### src/rtl/instruction_fetch.sv
// instruction_fetch: front-end fetch stage. Generates the PC, issues in-order
// reads to program memory under a credit limit, buffers returned words in a
// first-word-fall-through prefetch FIFO and hands them to the decoder.
// Branch redirect flushes the FIFO and drops responses still in flight.
// Optional feature macro: FETCH_PERF_CNT_EN adds perf_fetched / perf_stall.
module instruction_fetch #(
    parameter int                ADDR_W     = 16,
    parameter int                FIFO_DEPTH = 4,
    parameter logic [ADDR_W-1:0] RESET_PC   = '0
) (
    input  logic              clk,
    input  logic              reset,
    output logic              mem_req_valid,
    input  logic              mem_req_ready,
    output logic [ADDR_W-1:0] mem_req_addr,
    input  logic              mem_rsp_valid,
    input  logic [15:0]       mem_rsp_data,
    output logic              instr_valid,
    input  logic              instr_ready,
    output logic [15:0]       instruction,
    output logic [ADDR_W-1:0] instr_pc,
    input  logic              redirect_valid,
    input  logic [ADDR_W-1:0] redirect_pc,
    input  logic              halt
`ifdef FETCH_PERF_CNT_EN
    ,
    output logic [31:0]       perf_fetched,
    output logic [31:0]       perf_stall
`endif
);

    localparam int                PTR_W   = (FIFO_DEPTH > 1) ? $clog2(FIFO_DEPTH) : 1;
    localparam int                CNT_W   = PTR_W + 1;
    localparam logic [CNT_W-1:0]  CNT_ONE = CNT_W'(1);
    localparam logic [PTR_W-1:0]  PTR_ONE = PTR_W'(1);
    localparam logic [ADDR_W-1:0] PC_ONE  = ADDR_W'(1);
    localparam logic [CNT_W:0]    DEPTH_C = (CNT_W+1)'(FIFO_DEPTH);
    localparam logic [CNT_W-1:0]  FULL_C  = CNT_W'(FIFO_DEPTH);

    typedef enum logic [1:0] {S_IDLE, S_RUN, S_HALTED} state_t;

    state_t            state_q;
    logic [ADDR_W-1:0] pc_q, pc_d;          // next address to request
    logic [ADDR_W-1:0] rsp_pc_q, rsp_pc_d;  // address of the next kept response
    logic [CNT_W-1:0]  outst_q, outst_d;    // requests accepted, response pending
    logic [CNT_W-1:0]  drop_q, drop_d;      // pending responses to discard
    logic [CNT_W-1:0]  cnt_q, cnt_d;        // FIFO occupancy
    logic [PTR_W-1:0]  wr_ptr_q, wr_ptr_d;
    logic [PTR_W-1:0]  rd_ptr_q, rd_ptr_d;

    logic [15:0]       data_mem [FIFO_DEPTH];
    logic [ADDR_W-1:0] tag_mem  [FIFO_DEPTH];

    logic [CNT_W:0]    inflight;
    logic              credit_ok;
    logic              req_fire;
    logic              push;
    logic              pop;
    logic              fifo_empty;
    logic              fifo_full;

    // Words buffered plus words in flight may never exceed the FIFO size, so a
    // returning response always has a slot.
    assign inflight   = {1'b0, cnt_q} + {1'b0, outst_q};
    assign credit_ok  = inflight < DEPTH_C;
    assign fifo_empty = (cnt_q == '0);
    assign fifo_full  = (cnt_q == FULL_C);

    assign mem_req_valid = (state_q == S_RUN) && !halt && credit_ok && !redirect_valid;
    assign mem_req_addr  = pc_q;
    assign req_fire      = mem_req_valid && mem_req_ready;

    // A response arriving in the redirect cycle belongs to the old stream.
    assign push = mem_rsp_valid && (drop_q == '0) && !redirect_valid;

    assign instr_valid = !fifo_empty && !redirect_valid;
    assign pop         = instr_valid && instr_ready;
    assign instruction = fifo_empty ? '0 : data_mem[rd_ptr_q];
    assign instr_pc    = fifo_empty ? '0 : tag_mem[rd_ptr_q];

    // Next-state for PC, credit counters and FIFO pointers; redirect wins over all.
    always_comb begin
        pc_d     = pc_q;
        rsp_pc_d = rsp_pc_q;
        outst_d  = outst_q;
        drop_d   = drop_q;
        cnt_d    = cnt_q;
        wr_ptr_d = wr_ptr_q;
        rd_ptr_d = rd_ptr_q;
        if (req_fire) begin
            pc_d    = pc_q + PC_ONE;
            outst_d = outst_d + CNT_ONE;
        end
        if (mem_rsp_valid) begin
            outst_d = outst_d - CNT_ONE;
        end
        if (redirect_valid) begin
            pc_d     = redirect_pc;
            rsp_pc_d = redirect_pc;
            drop_d   = outst_d;
            cnt_d    = '0;
            wr_ptr_d = '0;
            rd_ptr_d = '0;
        end else begin
            if (mem_rsp_valid && (drop_q != '0)) begin
                drop_d = drop_q - CNT_ONE;
            end
            if (push) begin
                wr_ptr_d = wr_ptr_q + PTR_ONE;
                rsp_pc_d = rsp_pc_q + PC_ONE;
            end
            if (pop) begin
                rd_ptr_d = rd_ptr_q + PTR_ONE;
            end
            case ({push, pop})
                2'b10:   cnt_d = cnt_q + CNT_ONE;
                2'b01:   cnt_d = cnt_q - CNT_ONE;
                default: cnt_d = cnt_q;
            endcase
        end
    end

    // Fetch control FSM; redirect forces RUN for one cycle, halt re-applies after.
    always_ff @(posedge clk) begin
        if (reset) begin
            state_q <= S_IDLE;
        end else if (redirect_valid) begin
            state_q <= S_RUN;
        end else begin
            case (state_q)
                S_IDLE:   state_q <= S_RUN;
                S_RUN:    if (halt) state_q <= S_HALTED;
                S_HALTED: if (!halt) state_q <= S_RUN;
                default:  state_q <= S_IDLE;
            endcase
        end
    end

    // Control registers: PC, response tag, credit counters, FIFO pointers.
    always_ff @(posedge clk) begin
        if (reset) begin
            pc_q     <= RESET_PC;
            rsp_pc_q <= RESET_PC;
            outst_q  <= '0;
            drop_q   <= '0;
            cnt_q    <= '0;
            wr_ptr_q <= '0;
            rd_ptr_q <= '0;
        end else begin
            pc_q     <= pc_d;
            rsp_pc_q <= rsp_pc_d;
            outst_q  <= outst_d;
            drop_q   <= drop_d;
            cnt_q    <= cnt_d;
            wr_ptr_q <= wr_ptr_d;
            rd_ptr_q <= rd_ptr_d;
        end
    end

    // FIFO storage; contents are don't-care while empty, so no reset.
    always_ff @(posedge clk) begin
        if (push) begin
            data_mem[wr_ptr_q] <= mem_rsp_data;
            tag_mem[wr_ptr_q]  <= rsp_pc_q;
        end
    end

    a_no_overflow: assert property (@(posedge clk) disable iff (reset) !(push && fifo_full));

`ifdef FETCH_PERF_CNT_EN
    function automatic logic [31:0] sat_inc(input logic [31:0] v);
        return (v == 32'hFFFF_FFFF) ? v : v + 32'd1;
    endfunction

    logic [31:0] perf_fetched_q;
    logic [31:0] perf_stall_q;
    logic        stall_cyc;

    assign stall_cyc = instr_ready && !instr_valid && (state_q != S_IDLE);

    // Saturating counters: delivered instructions and decoder-starved cycles.
    always_ff @(posedge clk) begin
        if (reset) begin
            perf_fetched_q <= '0;
            perf_stall_q   <= '0;
        end else begin
            if (pop) perf_fetched_q <= sat_inc(perf_fetched_q);
            if (stall_cyc) perf_stall_q <= sat_inc(perf_stall_q);
        end
    end

    assign perf_fetched = perf_fetched_q;
    assign perf_stall   = perf_stall_q;
`endif

endmodule

### config.mk
export PLATFORM = sky130hd
export DESIGN_NAME = instruction_fetch
export DESIGN_NICKNAME = d
export VERILOG_FILES = /design/src/rtl/instruction_fetch.sv
export SDC_FILE = /design/constraint.sdc
export NUM_CORES = 1
export LEC_CHECK = 0
export ABC_AREA = 0
export ABC_CLOCK_PERIOD_IN_PS = 3200
export BUFFER_PORTS_ARGS = -buffer_cell sky130_fd_sc_hd__buf_2
export CAP_MARGIN = 20
export CORE_MARGIN = 8
export CORE_UTILIZATION = 58
export CTS_CLUSTER_SIZE = 20
export DETAILED_ROUTE_END_ITERATION = 8
export GPL_TIMING_DRIVEN = 1
export PLACE_DENSITY_LB_ADDON = 0.25
export SYNTH_ARGS = -nofsm -noshare
export SYNTH_HDL_FRONTEND = slang
export SYNTH_SLANG_ARGS = --single-unit
### constraint.sdc
create_clock -name clk -period 3.2 [get_ports clk]
set_clock_uncertainty 0.2 [all_clocks]
set_input_delay 0.32 -clock clk [delete_from_list [all_inputs] [get_ports clk]]
set_output_delay 0.32 -clock clk [all_outputs]
set_load 0.005 [all_outputs]
== Yosys cells after proc, flatten, opt, wreduce, memory -nomap -nowiden ==
Memories as Yosys holds them, arrays and structs flattened. A register that Yosys moved wholly into a read port is not among the register bits.
Index checks and enable logic that the tools add are counted.
Storage, ports and cells
  output and inout bits: 50
  memories kept: 2
  input port bits: 39
  logic and storage cells: 74
  bits in registers: 47
  bits in writable memories: 128
Memory list
  data_mem: depth 4, bits a word 16, read ports 1, clocked after Yosys merged registers in 1, wr ports 1, RTL line 51  | logic [15:0] data_mem [FIFO_DEPTH];
  tag_mem: depth 4, bits a word 16, read ports 1, clocked after Yosys merged registers in 1, wr ports 1, RTL line 52  | logic [ADDR_W-1:0] tag_mem [FIFO_DEPTH];
Cells by class
  reduce and logical (&&, ||, !) cells: 23
  add/sub/neg operators: 10
  muxes and demuxes: 21
  magnitude comparators: 1
  equal/unequal tests: 8
Operator list (count)
  two-way mux 16 bit: 6
  adder 16 x 1 -> 16 bit, second input constant: 2
  two-way mux 2 bit: 6
  two-way mux 3 bit: 4
  logical AND 1 bit: 9
  subtractor 3 x 1 -> 3 bit, second input constant: 3
  nonzero test 2 bit: 4
  adder 3 x 1 -> 3 bit, second input constant: 2
  logical NOT 3 bit: 2
  != test 3 bit, second input constant: 2
  one-hot mux 2 bit (3 select lines): 1
  one-hot mux 3 bit (2 select lines): 1
  adder 2 x 1 -> 2 bit, second input constant: 2
  adder 3 x 3 -> 4 bit: 1
  == test 2 x 1 -> 1 bit, second input constant: 2
  == test 2 bit, second input constant: 2
  < comparator 4 x 3 -> 1 bit, second input constant: 1
  != test 2 bit, second input constant: 2
  AND reduction 2 bit: 2
  logical NOT 1 bit: 3
  two-way mux 1 bit: 3
  nonzero test 3 bit: 1
  logical NOT 2 bit: 1
  OR reduction 2 bit: 1

== Depth between registers and ports, before layout ==
Gate-level depths: netlist of run 1.
  word-level depth: 9
  mapped depth: 11
  depth with buffers taken out: 11

== Worst setup path before layout of run 1 ==
No wires, ideal clock.
  kind: register -> register
  start point: reg drop_q[0]
  end point: mem data_mem[0][0], enable pin
  cell stages (with the launch flop): 6
  required time: 2.608 ns
  buffers on the path: 0
  period minus slack after synthesis: 2.442 ns
  library setup time: 0.392 ns
  slack: 0.758 ns
  arrival: 1.850 ns
  path through: dfxtp_1 -> inv_1 -> ha_1 -> nand3b_1 -> nor2_1 -> and2_1
Between the ends
  word-level cells in the longest chain between the ends: 5
Ends and longest elaborated chain
  start: declaration: RTL line 46  | logic [CNT_W-1:0] drop_q, drop_d;
  start signal: assignment: RTL line 153  | drop_q <= drop_d;
  logical NOT 3 bit: RTL line 74  | assign push = mem_rsp_valid && (drop_q == '0) && !redirect_valid;
  logical AND 1 bit (2 in a row): RTL line 74
  two-way mux 1 bit: RTL line 162  | if (push) begin
  two-way mux 1 bit (not written as such): RTL line 163  | data_mem[wr_ptr_q] <= mem_rsp_data;
  end: declaration: RTL line 51
Every way passes these cells.

== Worst setup path after layout of run 1 ==
  start point: reg drop_q[0]
  end point: reg cnt_q[2]
Between the ends
  word-level cells in the longest chain between the ends: 5
  elaborated cells on any way between the ends: 7
  those cells by class: 2 x eq/ne; 1 x mux; 4 x reduce/logical
Ends and longest elaborated chain
  logical NOT 3 bit (*): RTL line 74
  logical AND 1 bit (*) (2 in a row): RTL line 74
  == test 2 x 1 -> 1 bit or == test 2 bit (tied branches): RTL line 115  | case ({push, pop})
  one-hot mux 3 bit (2 select lines) or nonzero test 2 bit (tied branches)
  end signal: assignment: RTL line 154  | cnt_q <= cnt_d;
  end: declaration: RTL line 47  | logic [CNT_W-1:0] cnt_q, cnt_d;
Every way passes the cells marked *; elsewhere a longest branch is shown, timed or not.
A chain may end at the register's enable or synchronous reset.

==> reports/qor.yml, run 1 <==
synth:
  yosys_warnings: 0
  syn-num-nets: 589
  synth-seq-area-share_pct: 63.5
  netlist-cell-type-count: 52
  syn_avg_cell_area_sq_um: 14.2
  synth-edff-count: 128
  synthFlopType: "edfxtp_1"
  ys_async_sr_fraction_pct: 0
  synth-seq-cells: 177
  syn-cell-area_sq_um: 7600
  syn_inst: 536
cells_and_area:
  multi_input_area_sq_um: 2600
  drive_above_1_share_pct: 26.1
  area_growth_pct: 19.9
  regArea_sq_um: 4830
  nNetsFinal: 707
  diodes: 0
  nFillCells: 941
  fin_cells: 843
timing:
  fmax_mhz: 376
  slew_headroom_pct: 35.5
  min_period_ns: 2.66
  slew_viol_final: 0
  setup_tns_ns: 0
  worst_pin_slew_ns: 0.966
  final.setup.worst_slack_ns: 0.541
  period_share_pct: 83.1
  rsz0062_at_grt: "false"
  setup_viol: 0
  finalHoldViolations: 0
clock_network:
  ctsResizeCount: 0
  cts_root_buf: "clkbuf_16"
  cts_hold_buf: 28
  clkSlewWorstSetupHoldPaths_ns: 0.06
  cts-htree-levels: 4
  cts.sinks: 177
  clock_path_buffers: 2
  cts_made_buffers: 17
  clk_latency_ns: 0.42
  cts_tree: "done"
  postCtsSetupBuffers: 0
worst_setup_path:
  cp-end-kind: "flip-flop"
  worstPathMaxFanout: 5
  worst_path_max_delay_cell: "fa_1"
  critPathMaxStageDelay_ns: 0.39
  cp-start-kind: "flip-flop"
  cp_cell_sequence: "inv_1 > ha_1 > nand3b_1 > nor2_1 > inv_1 > ha_1 > inv_1 > fa_1 > xor2_1 > or3_1 > a21oi_1"
  cp_data_required_time_ns: 3.36
  crit_arrival_ns: 2.81
  crit_type: "flip-flop to flip-flop"
  cpMostUsedCell: "inv_1"
power_and_ir_drop:
  total_power_mw: 4.98
  peakVddDrop_uv: 320
  powerDensity_nw_per_um2: 546
  leakage_nw: 3.17
placement:
  port_buffers: 88
  gp_routability_congestion: 0.882
  dp_hpwl_um: 9660
  preCtsSetupSlack_ns: 0.582
  dp_cells: 783
routing:
  wire_per_inst_um: 18.1
  vias: 4875
  drc: 0
  drt_wl_total_um: 15200
  drtAntennaViolNets: 0
  dr.pass1.iters: 5
  via_per_inst: 5.78
  drtIter0Drc: 337
min_path:
  min_path_type: "input pin to flip-flop"
floorplan:
  core_sq_um: 13000
  io_pins: 89
  die_h_um: 130
  rows: 42
  die_x_um: 130
  die_area_sq_um: 17000
  start_util_pct: 58.3
grt:
  grt_pass1_wl_um: 24600
  grt_usage_pct: 19.0
  grt_max_degree: 35
  antenna_found_initial: 0
  grt_pass1_vias: 4962
  gr-total-overflow: 0
status:
  status: "completed"
flow_run:
  drv_cap: 0
worst max-delay path: cells and delay by family, from the launching register on:
kind            cells  cell delay, ns
compound gates      1            0.14
xor+xnor            1            0.17
buf+inv             3            0.22
flops               1            0.35
fa+ha+maj           3            0.83
simple gates        3            0.70
cell usage in the layout (no fill, tap or decap), types with 13 or more instances in the layout:
cell type / netlist / routed
mux4_2: 32 / 32
dfxtp_1: 49 / 48
inv_1: 16 / 16
nor2b_1: 33 / 33
nor2_1: 24 / 24
clkbuf_16: 0 / 17
ha_1: 13 / 13
buf_2: 3 / 88
edfxtp_1: 128 / 128
nand2_1: 34 / 34
dlygate4sd3_1: 0 / 28
a21oi_1: 16 / 16
final timing paths:
| kind | from | to | slack (ns) | depth (start not counted) |
|---|---|---|---|---|
| max | drop_q[0]$_SDFFE_PP0P_ | cnt_q[2]$_SDFFE_PP0P_ | 0.54 | 11 |
| max reg2reg | drop_q[0]$_SDFFE_PP0P_ | cnt_q[2]$_SDFFE_PP0P_ | 0.54 | 11 |
| min | redirect_pc[0] | rsp_pc_q[0]$_SDFFE_PP0P_ | 0.01 | 3 |
| min reg2reg | mem_req_addr[15]$_SDFFE_PP0P_ | mem_req_addr[15]$_SDFFE_PP0P_ | 0.32 | 1 |
state kept, by name, indices dropped and copies added, names as in the netlist, named ones only:
signal,flops
outst_q,3
mem_req_addr,16
rd_ptr_q,2
tag_mem,64
cnt_q,3
rsp_pc_q,16
data_mem,64
state_q,2
drop_q,3
wr_ptr_q,2
routing by layer:
metal | track usage, % | vias up | part of all wire, %
li1 | - | 2308 | -
met5 | 0 | - | 0
met3 | 4.26 | 20 | 6.5
met1 | 22.9 | 2388 | 42
met2 | 32.7 | 159 | 50
met4 | 7.29 | 0 | 1.5
area by class of cell:
cell class	instances	area share, %
sequential	177	53.0
multi-input combinational	315	28.6
timing repair buffer	127	8.95
clock buffer	22	4.98
tap	176	2.42
clock inverter	10	1.48
inverter	16	0.659
where the power goes:
part           total (mW)  switching (mW)  internal (mW)
Combinational       0.339           0.173          0.166
Clock                2.04           0.800           1.24
Sequential           2.60          0.0652           2.53
Total                4.98            1.04           3.94
kinds of logic after synthesis:
group,after synthesis,synth area share [%]
XOR/XNOR,17,1.96
multiplexers,37,10.1
buffers and inverters,44,2.32
AO/OA/AOI/OAI,76,7.00
flip-flops,177,63.5
adder cells (fa/ha/maj),15,2.54
AND/OR/NAND/NOR,170,12.5
cell usage after synthesis, drive strengths merged (5+ instances only):
cell | instances | area share (%)
nand2 | 34 | 1.7
nand4 | 8 | 0.66
edfxtp | 128 | 51
clkbuf | 20 | 0.99
a211oi | 10 | 0.99
inv | 16 | 0.79
mux2i | 5 | 0.66
nor4 | 9 | 0.74
buf | 8 | 0.54
nor2b | 33 | 2.7
or2 | 5 | 0.41
nor3 | 12 | 0.79
ha | 13 | 2.1
or3 | 5 | 0.41
nand3 | 12 | 0.86
or4 | 8 | 0.79
nor2 | 24 | 1.2
xnor2 | 11 | 1.3
a21oi | 16 | 1.1
and2 | 5 | 0.41
o21ai | 5 | 0.33
o311ai | 9 | 1.0
dfxtp | 49 | 13
xor2 | 6 | 0.69
mux4 | 32 | 9.5
a31oi | 11 | 0.91
stage by stage:
stage / cell area, sq um / hold WS (ns) / utilization [%]
CTS: 9110 / 0.00165 / 69.9
global placement: 8240 / 0.289 / 63.3
finish: 9110 / 0.0122 / 69.9
floorplan: 7600 / 0.219 / -
global route: 9110 / 0.0132 / 69.9
detailed placement: 8240 / 0.303 / 63.3
No activity file was read; power rests on OpenSTA's default activity.
==> run 2, diff against run 1 <==
ABC_AREA = 1   (was 0)
ABC_CLOCK_PERIOD_IN_PS = 2400   (was 3200)
CORE_UTILIZATION = 53   (was 58)
clock period = 2.4 ns   (was 3.2 ns; I/O delays follow)
==> run 2 against run 1 <==
Fmax is 17% higher. Largest power group unchanged. Sequential share of layout area is 2.7 points lower. Non-clock buffer count is 27 higher. Critical path type unchanged. Critical path depth is 2 higher. Setup slack worse by 0.42 ns. Clock power is 39% higher. Total power is 36% higher. Utilization is 3.6 points lower. Largest cell class unchanged. Count of clock-buffer cells in the layout is 2 lower. Critical endpoint is now drop_q[1]$_SDFFE_PP0P_.
==> reports/qor.yml, run 2 <==
clock_network:
  cts_root_buf: "clkbuf_16"
  clkSlewWorstSetupHoldPaths_ns: 0.07
  cts_made_buffers: 17
  cts.sinks: 177
  cts_tree: "done"
  clock_path_buffers: 2
  cts-htree-levels: 4
  clk_latency_ns: 0.43
timing:
  min_period_ns: 2.28
  fmax_mhz: 439
  rsz0062_at_grt: "true"
  finalHoldViolations: 0
  setup_viol: 0
  slew_headroom_pct: 66.3
  worst_pin_slew_ns: 0.501
  slew_viol_final: 0
  fin_hold_ws_ns: 0.0400
  period_share_pct: 95.0
synth:
  ys_async_sr_fraction_pct: 0
  synth-edff-count: 128
  syn_inst: 799
  syn-num-nets: 852
  syn-cell-area_sq_um: 7810
  synthTopCellsByCount: "164 x nor2_1, 128 x edfxtp_1, 96 x nand2_1, 94 x o21ai_0, 67 x a21oi_1"
  syn_avg_cell_area_sq_um: 9.78
  synthTopCellsByArea: "edfxtp_1 49%, dfxtp_1 13%, nor2_1 7.9%"
  synth_top_area_cell: "edfxtp_1"
  synth_top_area_share_pct: 49.2
  synth-seq-area-share_pct: 61.7
  synth_most_common_cell: "nor2_1"
  synthFlopType: "edfxtp_1"
  yosys_warnings: 0
  netlist-cell-type-count: 41
  synth-seq-cells: 177
worst_setup_path:
  cp-end-kind: "flip-flop"
  cp_data_required_time_ns: 2.57
  critPathMaxStageDelay_ns: 0.33
  crit_type: "flip-flop to flip-flop"
  crit_arrival_ns: 2.45
  worst_path_max_delay_cell: "dfxtp_1"
  worstPathMaxFanout: 5
  cp-start-kind: "flip-flop"
  cpMostUsedCell: "nand2_1"
  r2r_slack_ns: 0.12
  cp_cell_sequence: "ha_1 > nand2_1 > nor2_1 > nor2_2 > nand3_4 > clkinv_2 > nand2_1 > nand2_1 > ha_1 > or2_2 > nand3_1 > nand2_1 > a21oi_1"
floorplan:
  core_sq_um: 14500
  die_x_um: 137
  rows: 44
  die_h_um: 137
  start_util_pct: 54.0
  die_area_sq_um: 18900
  io_pins: 89
grt:
  gr-total-overflow: 0
  grt_max_degree: 37
  grt_usage_pct: 19.3
  antenna_found_initial: 0
  grt_pass1_wl_um: 28300
  grt_pass1_vias: 5752
cells_and_area:
  regArea_sq_um: 4830
  nNetsFinal: 992
  multi_input_area_sq_um: 2640
  drive_above_1_share_pct: 18.7
  final_area_sq_um: 9610
  area_growth_pct: 22.9
  nFillCells: 1132
  fin_cells: 1137
  top_regs: "data_mem: 64 flops, tag_mem: 64 flops"
  final_common_cell: "nor2_1"
  layout_common_cells: "158 x nor2_1, 128 x edfxtp_1, 96 x nand2_1, 92 x o21ai_0, 88 x buf_2"
routing:
  drc: 0
  dr_wl_met3_um: 984
  drtAntennaViolNets: 0
  drtIter0Drc: 479
  dr.pass1.iters: 5
  wl_met2_um: 8870
  drt-met1-wl_um: 7930
  drt_wl_total_um: 18000
  top_layer_used: "met4"
  vias: 5994
  wire_per_inst_um: 15.9
  via_per_inst: 5.27
placement:
  port_buffers: 88
  dp_cells: 1063
  dpl_cell_area_sq_um: 8580
  dp_hpwl_um: 11400
  gp_routability_congestion: 0.884
status:
  status: "completed"
power_and_ir_drop:
  powerDensity_nw_per_um2: 705
  total_power_mw: 6.77
  leakage_nw: 3.77
  peakVddDrop_uv: 540
min_path:
  min_path_type: "input pin to flip-flop"
flow_run:
  drv_cap: 0
-- run 2: cells by family after synthesis --
group,after synthesis,synth area share (%)
AND/OR/NAND/NOR,315,17.0
adder cells (fa/ha/maj),14,2.34
flip-flops,177,61.7
AO/OA/AOI/OAI,183,12.2
buffers and inverters,94,4.98
XOR/XNOR,16,1.79
-- run 2: path summary, 6_finish.rpt --
check	from	depth (start not counted)	end
setup / recovery	outst_q[1]$_SDFF_PP0_	13	drop_q[1]$_SDFFE_PP0P_
hold / removal	redirect_valid	3	drop_q[2]$_SDFFE_PP0P_
setup reg to reg	outst_q[1]$_SDFF_PP0_	13	drop_q[1]$_SDFFE_PP0P_
hold reg to reg	rd_ptr_q[1]$_SDFFE_PP0P_	2	rd_ptr_q[1]$_SDFFE_PP0P_
-- run 2: worst max-delay path: cells and delay by family (launching register included) --
kind | cells | cell delay [ns]
fa+ha+maj | 2 | 0.54
flops | 1 | 0.33
compound gates | 1 | 0.11
simple gates | 9 | 1.00
buf+inv | 1 | 0.06
-- run 2: per-stage QoR --
step | setup WS [ns] | utilization (%) | TNS, ns
global placement | 0.106 | 59.3 | 0
global route | -0.0981 | 66.3 | -0.197
CTS | 0.00382 | 65.9 | 0
finish | 0.120 | 66.3 | 0
detailed placement | 0.0206 | 59.3 | 0
floorplan | -0.0675 | - | -8.65
-- run 2: layer usage --
layer  global-route usage, %  up-vias
li1                        -     3003
met1                    23.7     2805
met2                    32.3      162
met3                    4.74       24
met4                    7.30        0
met5                       0        -
-- run 2: what timing repair did --
action                     CTS  global route
hold buffers                35             0
gates cloned                 0             0
hold endpoints to repair    99             0
pin swaps                    0             3
setup endpoints to repair    1            15
setup buffers                0             6
gates resized for setup      1            10
-- run 2: cell type report --
type                            count  area share, %
Sequential cell                   177           50.3
Multi-Input combinational cell    528           27.5
Timing Repair Buffer              154           11.0
Clock buffer                       20           4.55
Inverter                           61           2.54
Tap cell                          184           2.40
Clock inverter                     12           1.72
Antenna cell                        1         0.0260
-- run 2: where the power goes --
part           total (mW)  internal, mW  leakage [nW]  switching [mW]
registers            3.45          3.37          1.57          0.0795
clock network        2.83          1.73         0.285            1.10
logic               0.502         0.211          1.92           0.291
